<file path="config.mk">
export PLATFORM = sky130hd
export DESIGN_NAME = dma_arbiter
export DESIGN_NICKNAME = d
export VERILOG_FILES = /design/src/rtl/dma_pkg.sv /design/src/rtl/dma_arbiter_rr.sv /design/src/rtl/dma_arbiter.sv
export SDC_FILE = /design/constraint.sdc
export NUM_CORES = 1
export LEC_CHECK = 0
export ABC_AREA = 1
export CELL_PAD_IN_SITES_DETAIL_PLACEMENT = 0
export CELL_PAD_IN_SITES_GLOBAL_PLACEMENT = 1
export CORE_AREA = 10 10 371 373
export DETAILED_ROUTE_END_ITERATION = 7
export DIE_AREA = 0 0 381 383
export GPL_ROUTABILITY_DRIVEN = 0
export PLACE_DENSITY = 0.58
export SLEW_MARGIN = 40
export SYNTH_ARGS = -nofsm -noshare
export SYNTH_HDL_FRONTEND = slang
export SYNTH_SLANG_ARGS = --single-unit
</file>
<file path="constraint.sdc">
create_clock -name clk -period 6.5 [get_ports clk]
set_clock_uncertainty 0.1 [all_clocks]
set_input_delay 1.3 -clock clk [delete_from_list [all_inputs] [get_ports clk]]
set_output_delay 1.3 -clock clk [all_outputs]
set_load 0.05 [all_outputs]
</file>
<file path="src/rtl/dma_pkg.sv">
// Shared DMA-side constants and types for the CNN engine memory-port arbiter.
// Also holds the arbiter FSM state encoding.
package dma_pkg;

  localparam int unsigned DmaDataW     = 16;
  localparam int unsigned DmaAddrW     = 16;
  localparam int unsigned DmaReadWords = 25;

  typedef enum logic [1:0] {
    StIdle,
    StIssue,
    StRead,
    StAck
  } dma_state_e;

  typedef logic [DmaReadWords-1:0][DmaDataW-1:0] dma_rd_data_t;

endpackage

</file>
<file path="src/rtl/dma_arbiter_rr.sv">
// Combinational round-robin picker: the lowest-indexed request at or above ptr_i wins,
// wrapping around. The result is one-hot, plus the binary index of the winner.
module rr_arbiter #(
  parameter int unsigned NReq = 4,
  localparam int unsigned PtrW = $clog2(NReq)
) (
  input  logic [NReq-1:0] req_i,
  input  logic [PtrW-1:0] ptr_i,
  output logic [NReq-1:0] gnt_o,
  output logic [PtrW-1:0] idx_o,
  output logic            valid_o
);

  logic            found;
  logic [PtrW-1:0] cand;

  always_comb begin
    gnt_o = '0;
    idx_o = '0;
    found = 1'b0;
    cand  = '0;
    for (int unsigned off = 0; off < NReq; off++) begin
      cand = PtrW'((32'(ptr_i) + off) % NReq);
      if (!found && req_i[cand]) begin
        found       = 1'b1;
        gnt_o[cand] = 1'b1;
        idx_o       = cand;
      end
    end
    valid_o = found;
  end

endmodule

</file>
<file path="src/rtl/dma_arbiter.sv">
// Shares the single DMA memory port between CNN engine loaders/storers.
// Round-robin grants with optional locked bursts; captures the read window for the owner.
module dma_arbiter
  import dma_pkg::*;
#(
  parameter int unsigned N_REQ      = 4,
  parameter int unsigned DATA_W     = DmaDataW,
  parameter int unsigned ADDR_W     = DmaAddrW,
  parameter int unsigned READ_WORDS = DmaReadWords,
  parameter int unsigned MAX_BURST  = 8
) (
  input  logic                                 clk,
  input  logic                                 reset,
  input  logic [N_REQ-1:0]                     req,
  input  logic [N_REQ-1:0]                     reqRW,
  input  logic [N_REQ-1:0][ADDR_W-1:0]         reqAddr,
  input  logic [N_REQ-1:0][DATA_W-1:0]         reqWData,
  input  logic [N_REQ-1:0]                     reqLock,
  output logic [N_REQ-1:0]                     gnt,
  output logic [N_REQ-1:0]                     ack,
  output logic [READ_WORDS-1:0][DATA_W-1:0]    rdData,
  output logic                                 busy,
  output logic                                 dmaEnable,
  output logic                                 dmaRW,
  output logic [ADDR_W-1:0]                    dmaAddress,
  output logic [DATA_W-1:0]                    dmaInputData,
  input  logic [READ_WORDS-1:0][DATA_W-1:0]    dmaOutputData
);

  localparam int unsigned PtrW   = $clog2(N_REQ);
  localparam int unsigned BurstW = $clog2(MAX_BURST);
  localparam logic [BurstW-1:0] BurstLast = BurstW'(MAX_BURST - 1);
  localparam logic [PtrW-1:0]   PtrLast   = PtrW'(N_REQ - 1);

  dma_state_e                         state_q, state_d;
  logic [N_REQ-1:0]                   gnt_q, gnt_d;
  logic [PtrW-1:0]                    owner_q, owner_d;
  logic [PtrW-1:0]                    rr_q, rr_d;
  logic [BurstW-1:0]                  burst_q, burst_d;
  logic [READ_WORDS-1:0][DATA_W-1:0]  rd_data_q, rd_data_d;

  logic                               own_req, own_lock, own_rw, others_req;
  logic [PtrW-1:0]                    owner_next, arb_ptr, arb_idx;
  logic [N_REQ-1:0]                   arb_gnt;
  logic                               arb_valid;

  assign own_req    = req[owner_q];
  assign own_lock   = reqLock[owner_q];
  assign own_rw     = reqRW[owner_q];
  assign others_req = |(req & ~gnt_q);
  assign owner_next = (owner_q == PtrLast) ? '0 : owner_q + PtrW'(1);

  // In ACK the next winner is searched from the slot after the current owner.
  assign arb_ptr = (state_q == StAck) ? owner_next : rr_q;

  rr_arbiter #(
    .NReq (N_REQ)
  ) u_rr_arbiter (
    .req_i   (req),
    .ptr_i   (arb_ptr),
    .gnt_o   (arb_gnt),
    .idx_o   (arb_idx),
    .valid_o (arb_valid)
  );

  always_comb begin
    state_d   = state_q;
    gnt_d     = gnt_q;
    owner_d   = owner_q;
    rr_d      = rr_q;
    burst_d   = burst_q;
    rd_data_d = rd_data_q;
    unique case (state_q)
      StIdle: begin
        if (arb_valid) begin
          state_d = StIssue;
          gnt_d   = arb_gnt;
          owner_d = arb_idx;
          burst_d = '0;
        end
      end
      StIssue: state_d = own_rw ? StRead : StAck;
      StRead: begin
        rd_data_d = dmaOutputData;
        state_d   = StAck;
      end
      StAck: begin
        if (own_req && own_lock && (burst_q < BurstLast)) begin
          state_d = StIssue;
          burst_d = burst_q + BurstW'(1);
        end else if (own_req && own_lock && !others_req) begin
          // Burst limit only matters when someone else is waiting.
          state_d = StIssue;
          burst_d = '0;
        end else begin
          rr_d    = owner_next;
          burst_d = '0;
          if (arb_valid) begin
            state_d = StIssue;
            gnt_d   = arb_gnt;
            owner_d = arb_idx;
          end else begin
            state_d = StIdle;
            gnt_d   = '0;
          end
        end
      end
      default: state_d = StIdle;
    endcase
  end

  always_ff @(posedge clk or negedge reset) begin
    if (!reset) begin
      state_q   <= StIdle;
      gnt_q     <= '0;
      owner_q   <= '0;
      rr_q      <= '0;
      burst_q   <= '0;
      rd_data_q <= '0;
    end else begin
      state_q   <= state_d;
      gnt_q     <= gnt_d;
      owner_q   <= owner_d;
      rr_q      <= rr_d;
      burst_q   <= burst_d;
      rd_data_q <= rd_data_d;
    end
  end

  assign gnt          = gnt_q;
  assign ack          = (state_q == StAck) ? gnt_q : '0;
  assign busy         = (state_q != StIdle);
  assign rdData       = rd_data_q;
  assign dmaEnable    = (state_q == StIssue);
  assign dmaRW        = dmaEnable & own_rw;
  assign dmaAddress   = dmaEnable ? reqAddr[owner_q] : '0;
  assign dmaInputData = dmaEnable ? reqWData[owner_q] : '0;

endmodule
</file>
==> impl_metrics.yaml, run 1 <==
outcome:
  outcome: "finished, final reports clean"
die:
  core_area_mm2: 0.1305
  fp.dieW_um: 381
  start_util_pct: 13.30
  io-pin-count: 985
  core.rowCount: 133
  die_h_um: 383
  die_area_mm2: 0.1459
setup_path:
  start_kind: "flop"
  endpoint_kind: "output pin"
  reg2reg_to: "owner_q[0]"
  cp_top_family: "buffers and inverters"
  cp_common_cell: "inv_1"
  path_cells: "inv_1 > ha_1 > inv_1 > buf_4 > a21oi_1 > clkdlybuf4s50_1"
  crit_fanout: 19
  required_ns: 5.10
  crit_buf_inv: 4
  cp_slowest_cell: "clkdlybuf4s50_1"
  slowest_delay_ns: 0.93
  critical_path_class: "reg -> out"
  rrSetupSlack_ns: 3.43
  critPathArrivalTime_ns: 3.57
  worstReg2RegStart: "state_q[1]"
  reg2regPathDepth: 17
power_and_ir_drop:
  switching_share_pct: 53.52
  comb_power_share_pct: 61.3
  power_density_mw_per_mm2: 648.5
  peakVddDrop_mv: 0.2466
  p_leak_nw: 14.41
  finalPower_mw: 20.22
  p_int_mw: 9.399
  seqPwrFrac_pct: 22.6
  switchingPower_mw: 10.82
  clockPowerShare_pct: 16.2
global_routing:
  grt_pass1_wl_um: 147600
  antenna_found_initial: 50
  grt.overflow.total: 0
  grt_max_degree: 168
  grt_pass1_vias: 18350
  grt_usage_pct: 13.92
timing:
  period_minus_slack_ns: 4.965
  hold_viol: 0
  period_share_pct: 76.39
  max_freq_mhz: 201.4
  maxSlewHeadroom_pct: 40.63
  finalHoldWorstSlack_ns: 0.3623
  worstMarginPinSlew_ns: 0.8905
  setup_tns_ns: 0
  setup_viol: 0
  slew_viol_final: 0
  rsz0062_at_grt: "no"
placement:
  dp_hpwl_um: 84310
  port_buffers: 984
detailed_routing:
  avgRoutedWirePerCell_um: 21.80
  vias: 17810
  via_per_inst: 3.643
  drtAntennaViolNets: 0
  drc: 0
  routed_wl_um: 106600
  first_iter_violations: 884
  first_pass_iters: 5
clocking:
  clock-sinks: 413
  post-cts-setup-buffers: 0
  ctsResizeCount: 0
  cts.htree.levels: 2
  cts_hold_buf: 0
  cts_root_buffer: "clkbuf_16"
  cts_tree: "built"
  clockBufferDepth: 3
  clkLatencyLatePin_ns: 0.66
  clk_pin_slew_worst_paths_ns: 0.06
  numCtsBuffers: 56
hold_path:
  hold_start: "rdData[377]"
  holdPathEnd: "rdData[377]"
  hold-path-cell-count: 2
  hp-class: "reg -> reg"
yosys:
  synth_cell_type_count: 32
  synthCells: 2140
  synth_area_mm2: 0.01735
  yosys_warnings: 0
  ys.flop_type: "dfrtp_1"
  synth_nets: 2696
  async_flop_share_pct: 100.0
  syn_avg_cell_area_um2: 8.106
  synth_seq_cells: 413
  yosysSeqAreaShare_pct: 59.57
  synth-edff-count: 0
finish:
  fin_nets: 3646
  layout_common_cells: "1274 x nand2_1, 972 x clkdlybuf4s50_1, 412 x dfrtp_1"
  mostFrequentLayoutCell: "nand2_1"
  syn2layout_area_growth_pct: 79.78
  drive_gt1_share_pct: 4.947
  fin_util_pct: 23.90
flow_run:
  drv_cap: 0
## how the worst max path moves through the flow
stage               slack, ns              end    startpoint  depth (start not counted)
floorplan                2.83   dmaAddress[13]   reqAddr[13]                          4
global placement         1.60  dmaInputData[1]  reqWData[33]                          6
detailed placement       1.65  dmaInputData[1]  reqWData[33]                          6
CTS                      1.40  dmaInputData[1]    state_q[1]                          6
global route             1.40  dmaInputData[1]    state_q[1]                          6
finish                   1.53  dmaInputData[1]    state_q[1]                          6
## routing by layer
metal	up-vias	GRT usage, %	part of all wire (%)
met4	62	2.540	1.9
li1	8468	-	-
met1	8492	15.21	38
met5	-	0	0.40
met2	615	24.78	50
met3	175	6.353	9.6
## power by group through the flow
stage / Sequential [mW] / Clock (mW) / Combinational, mW
CTS: 4.57 / 3.41 / 12.7
global placement: 4.55 / 0 / 12.6
detailed placement: 4.59 / 0 / 12.6
floorplan: 8.77 / 0 / 3.33
finish: 4.56 / 3.27 / 12.4
global route: 4.72 / 3.51 / 13.2
## state kept, by name, summed over array words and instances (netlist names)
name,flops
owner_q,2
state_q,2
rr_q,2
rdData,400
gnt,4
burst_q,3
## Yosys cell counts (2+ instances only)
library cell	number	share of area [%]
a21oi_1	35	1.0
buf_1	7	0.15
buf_2	2	0.058
buf_6	2	0.13
clkbuf_1	103	2.2
dfrtp_1	413	60
ha_1	14	1.0
inv_1	19	0.41
inv_2	5	0.11
nand2_1	1274	28
nand2_2	4	0.14
nand2_4	8	0.52
nand3_1	21	0.61
nand3_2	4	0.23
nand3b_1	4	0.17
nand4_1	4	0.14
nor2_1	135	2.9
nor2_4	2	0.13
nor2_8	2	0.23
o211ai_1	2	0.087
o21ai_0	67	1.9
o21ai_1	2	0.058
o22ai_1	2	0.072
## layout make-up
class                           instances  area, um2
Antenna cell                            2      5.005
Clock buffer                           84       1658
Clock inverter                         17      274.0
Fill cell                           14510      99280
Inverter                               26      111.4
Multi-Input combinational cell       1586       6472
Sequential cell                       413      10340
Tap cell                             1755       2196
Timing Repair Buffer                 1007      10130
## metrics by stage
stage,setup slack (ns),instance area (um2),instances
after global routing,1.395,31180,4888
after floorplan,2.827,17350,2140
after detailed placement,1.655,29170,4784
after global placement,1.597,29200,4784
after CTS,1.401,31100,4885
final,1.535,31190,4890
## kinds of logic (layout without fill, tap and decap cells)
group	after synthesis	in the layout	share of synthesized area, %
adders and majority gates	14	14	1.010
AOI/OAI and AO/OA	111	111	3.354
DFF	413	413	59.57
other	0	2	0
xor gates and xnor gates	1	1	0.05050
and+or+nand+nor	1460	1460	32.82
buffers and inverters	141	1134	3.188
## tightest hold or removal path, stage by stage, from the launching register on
cell	delay, ns
dfrtp_1	0.33
nand2_1	0.05
nand2_1	0.04
Power figures use the tool's default switching activity.
==> run 2, diff against run 1 <==
CORE_AREA = 10 10 373 375   (was 10 10 371 373)
DIE_AREA = 0 0 383 385   (was 0 0 381 383)
clock period = 4.8 ns   (was 6.5 ns; I/O delays follow)
==> run 2 against run 1 <==
Against the previous run:
- hold slack worse by 0.26 ns
- utilization is 0.12 points higher
- flip-flop and latch count stayed put
- first-iteration DRC count is 14% higher
- non-clock buffer count is 5 higher
- via count is 0.30% lower
- worst setup slack worse by 0.76 ns
- sequential share of layout area is 0.33 points lower
- register-to-register slack worse by 1.7 ns
- critical path type unchanged
- critical endpoint is now dmaInputData[15]
==> impl_metrics.yaml, run 2 (synthesis results as in run 1) <==
finish:
  ff_latch_area_mm2: 0.01034
  fin_nets: 3650
  nFillCells: 14560
  fin_util_pct: 24.02
  syn2layout_area_growth_pct: 81.59
  layout_common_cells: "1274 x nand2_1, 946 x clkdlybuf4s50_1, 412 x dfrtp_1"
  multiInputGateArea_mm2: 0.006472
  mostFrequentLayoutCell: "nand2_1"
  stdcell_area_mm2: 0.03150
  largest_reg_flops: 400
  instances_no_fill: 4899
  drive_gt1_share_pct: 5.927
clocking:
  cts_tree: "built"
  ctsResizeCount: 0
  clk_pin_slew_worst_paths_ns: 0.06
  cts.htree.levels: 2
  clock-sinks: 413
  numCtsBuffers: 55
  post-cts-setup-buffers: 0
  cts_hold_buf: 0
  clockBufferDepth: 3
  cts_root_buffer: "clkbuf_16"
  clkLatencyLatePin_ns: 0.63
placement:
  port_buffers: 984
  dp_hpwl_um: 84920
  dp_cells: 4792
  dp_slack_ns: 1.266
  placed_area_mm2: 0.02964
timing:
  max_freq_mhz: 248.5
  period_minus_slack_ns: 4.025
  worstMarginPinSlew_ns: 0.7952
  finalHoldWorstSlack_ns: 0.09742
  setup_tns_ns: 0
  setup_slack_ns: 0.7751
  setup_viol: 0
  maxSlewHeadroom_pct: 46.42
  hold_viol: 0
  slew_viol_final: 0
  rsz0062_at_grt: "no"
  period_share_pct: 83.85
detailed_routing:
  first_pass_iters: 5
  routed_wl_um: 106100
  vias: 17760
  drtAntennaViolNets: 0
  drc: 0
  avgRoutedWirePerCell_um: 21.66
  first_iter_violations: 1009
  via_per_inst: 3.625
global_routing:
  grt.overflow.total: 0
  grt_pass1_wl_um: 145800
  grt_max_degree: 129
  grt_pass1_vias: 18180
  antenna_found_initial: 39
  grt_usage_pct: 13.63
setup_path:
  cp_slowest_cell: "dfrtp_2"
  endpoint_kind: "output pin"
  required_ns: 3.74
  path_cells: "inv_2 > buf_4 > o21ai_0 > a21oi_1 > buf_12"
  critical_path_class: "reg -> out"
  slowest_delay_ns: 0.54
  worstReg2RegStart: "state_q[1]"
  critPathArrivalTime_ns: 2.96
  cp_top_family: "buffers and inverters"
  crit_buf_inv: 3
  reg2reg_to: "gnt[3]"
  start_kind: "flop"
  crit_fanout: 32
  rrSetupSlack_ns: 1.77
  reg2regPathDepth: 14
flow_run:
  drv_cap: 0
power_and_ir_drop:
  finalPower_mw: 27.66
  peakVddDrop_mv: 0.3673
  power_density_mw_per_mm2: 878.1
  p_leak_nw: 14.54
die:
  io-pin-count: 985
  die_h_um: 385
  start_util_pct: 13.23
  die_area_mm2: 0.1475
  core.rowCount: 133
  core_area_mm2: 0.1311
  fp.dieW_um: 383
hold_path:
  hp-class: "in -> async"
outcome:
  outcome: "finished, final reports clean"
==> run 2: how the worst max path moves through the flow <==
stage                            end  cells past startpoint   startpoint  slack [ns]
finish              dmaInputData[15]                      5   owner_q[0]        0.78
global route        dmaInputData[15]                      5   owner_q[0]        0.58
CTS                 dmaInputData[15]                      5   owner_q[0]        0.58
detailed placement    dmaAddress[10]                      6  reqAddr[10]        1.27
global placement      dmaAddress[15]                      4  reqAddr[63]        1.14
floorplan           dmaInputData[10]                      5   state_q[1]        1.58
==> run 2: where the power goes <==
part	switching, mW	total, mW	leakage, nW	internal (mW)
clock	1.75	4.27	0.900	2.51
sequential	1.02	6.24	5.08	5.21
combinational	12.0	17.2	8.55	5.15
total	14.8	27.7	14.5	12.9
==> run 2: area by class of cell <==
cell class / count / area share [%]
multi-input cells: 1586 / 20.55
clock buffers: 81 / 5.060
repair buffers: 1012 / 33.40
diodes: 6 / 0.04766
flip-flops and latches: 413 / 32.81
clock inverters: 20 / 0.8103
well taps: 1755 / 6.971
inverters: 26 / 0.3575
==> run 2: routing by layer <==
metal  GRT usage, %  vias to the layer above  wire, um
li1               -                     8480         -
met1          14.84                     8457     40030
met2          24.25                      592     53770
met3          5.432                      178      9064
met4          3.948                       52      2916
met5              0                        -       342
==> run 3, diff against run 2 <==
clock period = 4.2 ns   (was 4.8 ns; I/O delays follow)
==> run 3 against run 2 <==
Against the previous run:
- sequential power rose by 14%
- total power rose by 15%
- flip-flop and latch count did not move
- register-to-register slack got worse by 0.66 ns
- global-route usage fell by 0.13 points
- die area did not move
- clock power rose by 16%
- largest cell class unchanged
- sequential share of layout area fell by 0.077 points
- clock-buffer cell count rose by 6
- highest routed layer unchanged
==> impl_metrics.yaml, run 3 (synthesis results as in run 1) <==
detailed_routing:
  drc: 0
  drtAntennaViolNets: 0
  routed_wl_um: 105100
  first_iter_violations: 906
  avgRoutedWirePerCell_um: 21.42
  vias: 17780
  via_per_inst: 3.626
  first_pass_iters: 7
finish:
  drive_gt1_share_pct: 6.073
  syn2layout_area_growth_pct: 82.01
  mostFrequentLayoutCell: "nand2_1"
  instances_no_fill: 4905
  fin_nets: 3658
  largest_reg_flops: 400
  layout_common_cells: "1274 x nand2_1, 943 x clkdlybuf4s50_1, 412 x dfrtp_1"
  fin_util_pct: 24.08
  nFillCells: 14540
  multiInputGateArea_mm2: 0.006472
  stdcell_area_mm2: 0.03158
  ff_latch_area_mm2: 0.01034
setup_path:
  crit_fanout: 30
  start_kind: "flop"
  critical_path_class: "reg -> out"
  slowest_delay_ns: 0.61
  cp_top_family: "buffers and inverters"
  required_ns: 3.26
  crit_buf_inv: 3
  critPathArrivalTime_ns: 2.89
  path_cells: "inv_2 > buf_4 > o21ai_0 > a21oi_1 > buf_12"
  cp_slowest_cell: "dfrtp_2"
  endpoint_kind: "output pin"
outcome:
  outcome: "finished, final reports clean"
timing:
  slew_viol_final: 0
  period_minus_slack_ns: 3.827
  setup_tns_ns: 0
  period_share_pct: 91.13
  maxSlewHeadroom_pct: 46.30
  setup_viol: 0
  worstMarginPinSlew_ns: 0.8030
  max_freq_mhz: 261.3
  hold_viol: 0
  rsz0062_at_grt: "no"
power_and_ir_drop:
  p_leak_nw: 14.59
  p_int_mw: 14.88
  switchingPower_mw: 16.83
  power_density_mw_per_mm2: 1004
  switching_share_pct: 53.06
  seqPwrFrac_pct: 22.4
  clockPowerShare_pct: 15.6
  comb_power_share_pct: 62.0
  peakVddDrop_mv: 0.4469
placement:
  placed_area_mm2: 0.02968
  port_buffers: 984
  dp_cells: 4799
  dp_hpwl_um: 84690
global_routing:
  grt_pass1_vias: 18290
  grt_max_degree: 110
  grt_pass1_wl_um: 144600
  grt.overflow.total: 0
  antenna_found_initial: 32
  grt_usage_pct: 13.51
die:
  io-pin-count: 985
  core_area_mm2: 0.1311
  fp.dieW_um: 383
  die_h_um: 385
  start_util_pct: 13.23
  core.rowCount: 133
  die_area_mm2: 0.1475
clocking:
  clockBufferDepth: 3
  clock-sinks: 413
  clkLatencyLatePin_ns: 0.63
  post-cts-setup-buffers: 0
  numCtsBuffers: 56
  cts_hold_buf: 0
  clk_pin_slew_worst_paths_ns: 0.06
  cts.htree.levels: 2
  ctsResizeCount: 0
  cts_root_buffer: "clkbuf_16"
  cts_tree: "built"
hold_path:
  hp-class: "in -> async"
flow_run:
  drv_cap: 0
[run 3: cell count changes in the layout (fill, tap and decap cells not counted), moves of 2 or more]
cell / delta
buf_12: +2
buf_4: +8
clkbuf_1: +5
clkbuf_16: +2
clkdlybuf4s50_1: -3
clkinv_2: -2
clkinv_4: -2
clkinvlp_4: -2
[run 3: power groups by stage]
stage / registers (mW) / clock network, mW / logic (mW)
floorplan: 13.6 / 0 / 5.15
global placement: 7.08 / 0 / 20.1
detailed placement: 7.14 / 0 / 20.1
CTS: 7.11 / 5.15 / 20.1
global route: 7.35 / 5.30 / 20.9
finish: 7.10 / 4.94 / 19.7
[run 3: path summary, 6_finish.rpt]
kind	start	end	slack (ns)	depth (start not counted)
worst min register to register	rdData[372]	rdData[372]	0.36	2
min in group clk	rdData[372]	rdData[372]	0.36	2
worst max register to register	owner_q[0]	gnt[2]	1.11	16
worst min-delay path	reset	rdData[277]	0.11	1
worst max-delay path	owner_q[0]	dmaAddress[2]	0.37	5
max in group asynchronous	reset	rdData[167]	2.89	2
[run 3: cell type report]
class	instances	share of cell area, %
clock inverter	14	0.7410
sequential	413	32.74
tap	1755	6.954
inverter	26	0.3408
antenna	5	0.03963
timing repair buffer	1019	33.47
clock buffer	87	5.223
multi-input combinational	1586	20.50
[run 3: stage by stage]
step / power, mW / setup slack (ns) / hold WS (ns)
after floorplan: 18.73 / 1.098 / 0.3671
after global placement: 27.17 / 0.8603 / 0.3527
after detailed placement: 27.22 / 0.8975 / 0.3550
after CTS: 32.37 / 0.2568 / 0.09533
after global routing: 33.59 / 0.1936 / 0.1132
final: 31.71 / 0.3726 / 0.1081
[run 3: layer usage]
| metal | part of all wire (%) | track usage [%] | routed length (um) | vias up |
|---|---|---|---|---|
| met4 | 2.2 | 3.264 | 2293 | 40 |
| met1 | 37 | 14.66 | 39340 | 8497 |
| met3 | 8.9 | 5.353 | 9323 | 140 |
| met5 | 0.24 | 0 | 253 | - |
| li1 | - | - | - | 8490 |
| met2 | 51 | 24.40 | 53870 | 617 |
==> variant: new RTL, settings of run 3 <==
Take the reset off `rd_data_q` and load it in a clocked block of its own.
--- a/src/rtl/dma_arbiter.sv
+++ b/src/rtl/dma_arbiter.sv
@@ -118,3 +118,2 @@
       burst_q   <= '0;
-      rd_data_q <= '0;
     end else begin
@@ -125,4 +124,7 @@
       burst_q   <= burst_d;
-      rd_data_q <= rd_data_d;
     end
+  end
+
+  always_ff @(posedge clk) begin
+    rd_data_q <= rd_data_d;
   end
Behaviour: differs if reset is asserted again (counterexample within 4 cycles, from zero or initial values and one cycle with reset low); with reset held inactive, the same outputs for 4 cycles.
==> variant against run 3 <==
- worst setup slack improved by 0.12 ns
- final area fell by 8.6%
- core utilization fell by 2.1 points
- synthesized cell count fell by 60%
- cell count fell by 24%
- sequential cell count did not move
- synthesized area fell by 17%
- critical path depth did not move
- sequential share of layout area rose by 10 points
- combinational power fell by 47%
- wire length fell by 3.8%
- power fell by 32%
- worst hold slack improved by 0.30 ns
- critical path type unchanged
- largest power group unchanged
==> variant: results (changes against run 3) <==
=================================================================================
Number of multi-input logic gates                                             383   was 1586
Number of cells produced by synthesis                                         854   was 2140
Normalized max-slew margin                                                  0.374   was 0.463
I/O Buffers                                                                   984   unchanged
Switching share of total power                                              0.446   was 0.531
Sequential fraction of the synthesis area                                   0.854   was 0.596
Share of layout cells above drive strength 1                               0.0895   was 0.0607
Result of the run                                                    complete, no violations   unchanged
Area occupied by multi-input gates                                   0.00189 mm^2   was 0.00647 mm^2
Drt wl/cell                                                               27.3 um   was 21.4 um
Number of buffers added by the clock tree synthesis step                       55   was 56
Async S/R FF share, synth                                                  0.0315   was 1.00
Count of flip-flops with a built-in enable after synthesis                    400   was 0
Synthesized-area fraction occupied by ao, oa, aoi and oai cells            0.0392   was 0.0335
Post-DP Area                                                          0.0269 mm^2   was 0.0297 mm^2
Setup slack after placement                                              0.890 ns   was 0.898 ns
Multi-input logic portion of the cell area                                 0.0653   was 0.205
Antenna violations before repair                                               65   was 32
Maximum number of pins on one net before global-route repair                   69   was 110
Overall fraction of global-route tracks in use                              0.129   was 0.135
Ranking of synthesized cells by instance count                       sky130_fd_sc_hd__edfxtp_1 (400), sky130_fd_sc_hd__nor2_1 (131), sky130_fd_sc_hd__o21ai_0 (68)   was sky130_fd_sc_hd__nand2_1 (1274), sky130_fd_sc_hd__dfrtp_1 (413), sky130_fd_sc_hd__nor2_1 (135)
Total number of sequential cells                                              413   unchanged
Met3 wire len                                                            12200 um   was 9320 um
Most used flip-flop cell after synthesis                             sky130_fd_sc_hd__edfxtp_1   was sky130_fd_sc_hd__dfrtp_1
Class of the tightest hold or removal check                               reg2reg   was in2async
Global routing met3 resource utilization                                   0.0605   was 0.0535
Number of optimization iterations in the first detailed-route pass              5   was 7
Wire length of the first global-routing pass                            127000 um   was 145000 um
Number of DRC markers after the initial detailed-route iteration              832   was 906
Full die area                                                          0.147 mm^2   unchanged
CLK BUF                                                                        62   was 87
Number of inverters outside the clock class in the layout                      31   was 26
Met2 Resource Use GR                                                        0.227   was 0.244
Global routing met1 resource utilization                                    0.143   was 0.147
Buffers, non-clock                                                           1003   was 1019
Library cells used by synthesis                                                30   was 32
Post-layout net count                                                        2443   was 3658
Worst IR Drop VDD                                                        0.344 mV   was 0.447 mV
Post-DP HPWL                                                             85700 um   was 84700 um
Worst path top cell family by delay                                  compound AO/OA/AOI/OAI gates   was buffers and inverters
Leakage                                                                   9.86 nW   was 14.6 nW
Filler cells                                                                14100   was 14500
ClkCell Share                                                              0.0656   was 0.0596
Sequential standard cell area                                         0.0123 mm^2   was 0.0103 mm^2
Signal buffers share of area                                                0.360   was 0.335
Routed wl met2                                                           50900 um   was 53900 um
Via count normalized by instance count                                       3.23   was 3.63
Placed instance count                                                        3585   was 4799
Total inserted antenna cells                                                   17   was 5
Maximum fanout along the worst path                                            16   was 30
Arrival time worst endpoint                                               2.77 ns   was 2.89 ns
Via Count                                                                   12000   was 17800
Fraction of synthesized cell area in xor and xnor cells                         0   was 0.000505
=================================================================================
[variant: power groups by stage]
stage,Sequential (W),Clock (W),Combinational (W)
floorplan,0.00953,0,0.00274
global placement,0.00630,0,0.0107
detailed placement,0.00631,0,0.0107
CTS,0.00625,0.00513,0.0107
global route,0.00633,0.00529,0.0110
finish,0.00623,0.00492,0.0104
[variant: worst paths after layout]
check | start | end | slack (ns) | cells past startpoint
setup / recovery | owner_q[0]$_DFFE_PN0P_ | dmaAddress[14] | 0.49 | 5
hold / removal | burst_q[0]$_DFFE_PN0P_ | burst_q[0]$_DFFE_PN0P_ | 0.41 | 1
setup reg to reg | state_q[0]$_DFFE_PN0P_ | gnt[2]$_DFFE_PN0P_ | 1.25 | 15
hold reg to reg | burst_q[0]$_DFFE_PN0P_ | burst_q[0]$_DFFE_PN0P_ | 0.41 | 1
max in group asynchronous | reset | owner_q[0]$_DFFE_PN0P_ | 2.99 | 1
min in group asynchronous | reset | gnt[1]$_DFFE_PN0P_ | 0.53 | 1
